--- config.mk ---
export PLATFORM = sky130hd
export DESIGN_NAME = fp_compare_pipe
export DESIGN_NICKNAME = d
export VERILOG_FILES = /design/src/rtl/fp_cmp_pkg.sv /design/src/rtl/fp_cmp_core.sv /design/src/rtl/fp_compare_pipe.sv
export SDC_FILE = /design/constraint.sdc
export NUM_CORES = 1
export LEC_CHECK = 0
export BUFFER_PORTS_ARGS = -buffer_cell sky130_fd_sc_hd__clkbuf_2
export CORE_UTILIZATION = 52
export CTS_CLUSTER_SIZE = 16
export DETAILED_ROUTE_END_ITERATION = 6
export GPL_TIMING_DRIVEN = 1
export MAX_ROUTING_LAYER = met4
export PLACE_DENSITY = 0.94
export SLEW_MARGIN = 20
export SYNTH_ARGS = -nofsm -noshare
export SYNTH_HDL_FRONTEND = slang
export SYNTH_SLANG_ARGS = --single-unit
export TNS_END_PERCENT = 5
--- constraint.sdc ---
create_clock -name clk -period 3.1 [get_ports clk]
set_input_delay 0.155 -clock clk [delete_from_list [all_inputs] [get_ports clk]]
set_output_delay 0.155 -clock clk [all_outputs]
set_load 0.01 [all_outputs]
--- src/rtl/fp_cmp_pkg.sv ---
// Shared op codes, exception codes and width helper for the FloPoCo float comparator.
package fp_cmp_pkg;

  typedef enum logic [2:0] {
    OP_LT = 3'd0,
    OP_LE = 3'd1,
    OP_GT = 3'd2,
    OP_GE = 3'd3,
    OP_EQ = 3'd4,
    OP_NE = 3'd5
  } cmp_op_e;

  typedef enum logic [1:0] {
    EXC_ZERO = 2'b00,
    EXC_NORM = 2'b01,
    EXC_INF  = 2'b10,
    EXC_NAN  = 2'b11
  } exc_e;

  // Operand width of a FloPoCo float: {exc[1:0], sign, exp[WE-1:0], frac[WF-1:0]}.
  function automatic int fpw(input int we, input int wf);
    return wf + we + 3;
  endfunction

endpackage

--- src/rtl/fp_cmp_core.sv ---
// Combinational classification and subtractor-free compare of two FloPoCo floats.
// Optional min/max selection when FPC_MINMAX_EN is defined.
module fp_cmp_core
  import fp_cmp_pkg::*;
#(
  parameter int WE = 11,
  parameter int WF = 10
) (
  input  logic [fpw(WE, WF)-1:0] a,
  input  logic [fpw(WE, WF)-1:0] b,
  output logic                   lt,
  output logic                   eq,
  output logic                   unord
`ifdef FPC_MINMAX_EN
  ,
  output logic [fpw(WE, WF)-1:0] min_val,
  output logic [fpw(WE, WF)-1:0] max_val
`endif
);

  localparam int W  = fpw(WE, WF);
  localparam int KW = WE + WF + 2;

  // Zero and infinity carry no meaningful exp/frac, so they collapse to one key each.
  function automatic logic [KW-1:0] mag_key(input logic [W-1:0] x);
    logic [1:0] exc;
    exc = x[W-1 -: 2];
    if (exc == EXC_ZERO || exc == EXC_INF) return {exc, {(WE + WF){1'b0}}};
    return {exc, x[WE+WF-1:0]};
  endfunction

  logic [KW-1:0] key_a, key_b;
  logic          sign_a, sign_b;
  logic          both_zero;

  assign key_a     = mag_key(a);
  assign key_b     = mag_key(b);
  assign sign_a    = a[W-3];
  assign sign_b    = b[W-3];
  assign unord     = (a[W-1 -: 2] == EXC_NAN) || (b[W-1 -: 2] == EXC_NAN);
  assign both_zero = (key_a == '0) && (key_b == '0);
  assign eq        = both_zero || ((key_a == key_b) && (sign_a == sign_b));

  // NOTE: every output of a combinational block gets a default first so no latch is inferred.
  always_comb begin
    lt = 1'b0;
    if (!both_zero) begin
      if (sign_a != sign_b) lt = sign_a;
      else if (sign_a)      lt = key_b < key_a;
      else                  lt = key_a < key_b;
    end
  end

`ifdef FPC_MINMAX_EN
  always_comb begin
    min_val = a;
    max_val = a;
    if (unord) begin
      min_val = {EXC_NAN, {(W - 2){1'b0}}};
      max_val = {EXC_NAN, {(W - 2){1'b0}}};
    end else if (both_zero && (sign_a != sign_b)) begin
      min_val = {EXC_ZERO, 1'b1, {(W - 3){1'b0}}};
      max_val = '0;
    end else if (!eq) begin
      min_val = lt ? a : b;
      max_val = lt ? b : a;
    end
  end
`endif

endmodule

--- src/rtl/fp_compare_pipe.sv ---
// Elastic valid/ready pipeline around fp_cmp_core: compare in stage 0, STAGES deep, tag sideband.
// Define FPC_MINMAX_EN to add out_min/out_max carried alongside the result.
module fp_compare_pipe
  import fp_cmp_pkg::*;
#(
  parameter int WE     = 11,
  parameter int WF     = 10,
  parameter int STAGES = 2,
  parameter int TAG_W  = 8
) (
  input  logic                   clk,
  input  logic                   rst,
  input  logic                   in_valid,
  output logic                   in_ready,
  input  logic [fpw(WE, WF)-1:0] in_a,
  input  logic [fpw(WE, WF)-1:0] in_b,
  input  logic [2:0]             in_op,
  input  logic [TAG_W-1:0]       in_tag,
  output logic                   out_valid,
  input  logic                   out_ready,
  output logic                   out_res,
  output logic                   out_unord,
  output logic [TAG_W-1:0]       out_tag
`ifdef FPC_MINMAX_EN
  ,
  output logic [fpw(WE, WF)-1:0] out_min,
  output logic [fpw(WE, WF)-1:0] out_max
`endif
);

  localparam int W = fpw(WE, WF);

  typedef struct packed {
    logic             res;
    logic             unord;
    logic [TAG_W-1:0] tag;
`ifdef FPC_MINMAX_EN
    logic [W-1:0]     mn;
    logic [W-1:0]     mx;
`endif
  } stage_t;

  logic lt, eq, unord;
`ifdef FPC_MINMAX_EN
  logic [W-1:0] min_val, max_val;
`endif

  fp_cmp_core #(.WE(WE), .WF(WF)) u_core (
    .a       (in_a),
    .b       (in_b),
    .lt      (lt),
    .eq      (eq),
    .unord   (unord)
`ifdef FPC_MINMAX_EN
    ,
    .min_val (min_val),
    .max_val (max_val)
`endif
  );

  logic res;

  always_comb begin
    res = 1'b0;
    case (in_op)
      OP_LT:   res = lt;
      OP_LE:   res = lt | eq;
      OP_GT:   res = ~lt & ~eq;
      OP_GE:   res = ~lt;
      OP_EQ:   res = eq;
      OP_NE:   res = ~eq;
      default: res = 1'b0;
    endcase
    if (unord) res = (in_op == OP_NE);
  end

  stage_t stage_in;

  always_comb begin
    stage_in       = '0;
    stage_in.res   = res;
    stage_in.unord = unord;
    stage_in.tag   = in_tag;
`ifdef FPC_MINMAX_EN
    stage_in.mn    = min_val;
    stage_in.mx    = max_val;
`endif
  end

  logic [STAGES-1:0] valid_q;
  stage_t            data_q [STAGES];
  logic [STAGES:0]   adv;

  // A stage may load when it is empty or its contents move on this cycle.
  always_comb begin
    adv[STAGES] = out_ready;
    for (int k = STAGES - 1; k >= 0; k--) adv[k] = ~valid_q[k] | adv[k+1];
  end

  assign in_ready = adv[0];

  // NOTE: the data registers are reset as well because the outputs must read 0 out of reset.
  always_ff @(posedge clk or posedge rst) begin
    if (rst) begin
      valid_q <= '0;
      for (int k = 0; k < STAGES; k++) data_q[k] <= '0;
    end else begin
      // NOTE: sequential state uses non-blocking assignments so every stage sees pre-edge values.
      if (adv[0]) begin
        valid_q[0] <= in_valid;
        if (in_valid) data_q[0] <= stage_in;
      end
      for (int k = 1; k < STAGES; k++) begin
        if (adv[k]) begin
          valid_q[k] <= valid_q[k-1];
          if (valid_q[k-1]) data_q[k] <= data_q[k-1];
        end
      end
    end
  end

  assign out_valid = valid_q[STAGES-1];
  assign out_res   = data_q[STAGES-1].res;
  assign out_unord = data_q[STAGES-1].unord;
  assign out_tag   = data_q[STAGES-1].tag;
`ifdef FPC_MINMAX_EN
  assign out_min   = data_q[STAGES-1].mn;
  assign out_max   = data_q[STAGES-1].mx;
`endif

endmodule

==> key figures <==
Run status
  – Status: finished, final reports clean

Finish
  – Layout filler cell count: 275
  – Diodes inserted: 0
  – Share of layout cells above drive strength 1: 0.4073
  – Non-Filler Instances: 292
  – Finished Cell Area: 2133 µm²
  – # nets final: 335
  – Area Overhead vs Synth: 22.57%

Power and ir drop
  – P_int: 560.8 µW
  – NetSw: 230.2 µW
  – Switching share of power: 0.2910
  – PwrDens: 370.8 nW/µm²
  – LEAKAGE: 1.098 nW
  – Clock power share: 0.185
  – Combinational share of power: 0.349
  – Total power: 790.9 µW
  – VDD IR max: 0.0001402 V
  – Reg power frac: 0.466

Synthesis
  – Post-Syn Instances: 182
  – Syn Std Cell Area: 1740 µm²
  – Syn_nets: 268
  – Synth Flop Type: dfrtp_1
  – Register bit total from synthesis: 22
  – Sequential share of the synthesized area: 0.3163
  – Most frequent cells after synthesis: nand2_1 (26), ha_1 (23), dfrtp_1 (22), and2_1 (21), mux2_2 (18)
  – Post-synth top area share: 0.3163
  – Area leader, netlist: dfrtp_1
  – FFs w/ async S/R, synth: 1.000
  – Post-synthesis cell type count: 33
  – Count leader, synth: nand2_1
  – Mean area per synthesized cell: 9.563 µm²
  – Largest cells by area after synthesis: dfrtp_1 (32%), ha_1 (17%), mux2_2 (12%)
  – Yosys warns: 0
  – EDFF count, synth: 0

Critical path
  – CP Class: primary input to register
  – Crit path launch type: primary input
  – Critical Path End Type: register
  – Worst path required time: 3.32 ns
  – Crit path arrival time: 2.74 ns
  – Worst-path maximum fanout: 24

CTS
  – TritonCTS buffer count: 3
  – H-tree depth: 1
  – CTS tree: done
  – Worst-Skew Late Latency: 0.29 ns
  – # resized after CTS: 0
  – Hold-fix buffers at CTS: 1
  – Buffers inserted by post-CTS timing repair: 0
  – CTS root buf: clkbuf_4
  – CTS sink count: 22
  – Max Root-Sink Buffers: 2
  – Clk slew on worst S/H paths: 0.11 ns

Die
  – Core region area: 3103 µm²
  – Die X: 59.85 µm
  – Rows: 20
  – Die area: 3582 µm²
  – DIE HEIGHT: 59.85 µm
  – Initial Utilization: 0.5609
  – # IOs: 75

Route
  – Routed WL: 3.360 mm
  – Vias per Instance: 5.072
  – Initial drt markers: 28
  – Drt wl/cell: 11.51 µm
  – Drt first pass iters: 4
  – Drt drc: 0
  – Antenna-violating nets left: 0
  – Via count: 1481

STA
  – Fmax: 396.4 MHz
  – Fin crit share: 0.8137
  – Worst slew pin tran: 0.7780 ns
  – Clock skew: 0.003592 ns
  – Post-route setup TNS: 0 ns
  – RSZ-0062 raised after global routing: false
  – Final Hold Viols: 0
  – Final setup vio count: 0
  – Slew headroom: 0.4808
  – Final worst path period need: 2.522 ns
  – Slew Limit Fails: 0

Min path
  – Hold Crit Class: primary input to register

Global routing
  – Vias in the first global route: 1440
  – Largest net degree at the start of global routing: 25
  – GRT Total Usage: 0.2110
  – Antenna violations before repair: 0
  – Global-route wire length before repair: 5.692 mm
  – Global route total overflow: 0

Placement
  – Inst Count DP: 287
  – GP Congestion: 0.8329
  – I/O Buffers: 74
  – Post-DP HPWL: 2.815 mm
  – Placed inst area: 2087 µm²

Job
  – Max-cap check violation count: 0
layer usage:
layer  track usage  vias to the layer above  routed length, µm  part of all wire
met4       0.04651                        0                  4            0.0012
li1              -                      764                  -                 -
met3       0.03247                        2                199             0.059
met1        0.2164                      663               1342              0.40
met5             -                        -                  0                 0
met2        0.4143                       52               1815              0.54
layout make-up:
class | count | area [µm²] | area share
well taps | 44 | 55.05 | 0.02581
inverters | 4 | 15.01 | 0.007038
clock buffers | 4 | 36.28 | 0.01701
multi-input cells | 143 | 1096 | 0.5138
flip-flops and latches | 22 | 550.5 | 0.2581
repair buffers | 75 | 380.4 | 0.1783
per-stage QoR:
stage | setup WS [ns] | hold WS (ns) | util
2_1_floorplan | 0.5585 | 0.1442 | -
3_3_place_gp | 0.3579 | 0.3070 | 0.6726
3_5_place_dp | 0.2922 | 0.3132 | 0.6726
4_1_cts | 0.5901 | 0.06753 | 0.6875
5_1_grt | 0.4518 | 0.06963 | 0.6875
6_report | 0.5776 | 0.07511 | 0.6875
power by group through the flow:
| stage | sequential (mW) | clock [mW] | combinational (mW) |
|---|---|---|---|
| 6_report | 0.369 | 0.146 | 0.276 |
| 5_1_grt | 0.377 | 0.163 | 0.313 |
| 2_1_floorplan | 0.371 | 0 | 0.210 |
| 3_3_place_gp | 0.370 | 0 | 0.267 |
| 3_5_place_dp | 0.374 | 0 | 0.277 |
| 4_1_cts | 0.369 | 0.153 | 0.281 |
sequential cells by signal, summed over array words and instances, names as in the netlist:
name,cells
out_unord,1
valid_q,2
out_res,1
out_tag,8
data_q,10
cell usage in the layout (no fill, tap or decap), drive strengths merged, types with 4 or more instances in the layout:
master,Yosys,final
nor3,4,4
inv,4,4
dfrtp,22,22
clkbuf,5,78
nand2,26,26
ha,23,23
and2,21,21
mux2,20,20
o21ai,5,5
a21oi,8,8
nor2,5,5
final timing paths:
check | cells after the start | slack (ns) | to | startpoint
setup / recovery | 11 | 0.58 | data_q[19]$_DFFE_PP0P_ | in_a[22]
hold / removal | 2 | 0.08 | valid_q[0]$_DFFE_PP0N_ | in_valid
hold reg to reg | 2 | 0.49 | data_q[18]$_DFFE_PP0P_ | data_q[18]$_DFFE_PP0P_
max in group asynchronous | 3 | 2.09 | data_q[11]$_DFFE_PP0P_ | rst
min in group asynchronous | 3 | 0.52 | data_q[14]$_DFFE_PP0P_ | rst
setup reg to reg | 5 | 1.60 | data_q[19]$_DFFE_PP0P_ | valid_q[1]$_DFFE_PP0P_
critical path, cell delays in order:
cell	delay, ns
clkbuf_2	0.36
nand2_1	0.10
ha_1	0.35
a211oi_2	0.19
nor2_1	0.08
o31a_1	0.23
o41a_1	0.35
o21a_1	0.20
a211oi_2	0.24
mux2_4	0.34
o31ai_4	0.15
logic make-up (layout without fill, tap and decap cells):
family	Yosys count	after routing	synth area share
AOI/OAI and AO/OA	25	25	0.1078
xor gates and xnor gates	1	1	0.005033
adders and majority gates	23	23	0.1654
buffers and inverters	17	83	0.05392
DFF	22	22	0.3163
muxes	20	20	0.1316
and+or+nand+nor	74	74	0.2200
(Power assumes the default switching activity.)
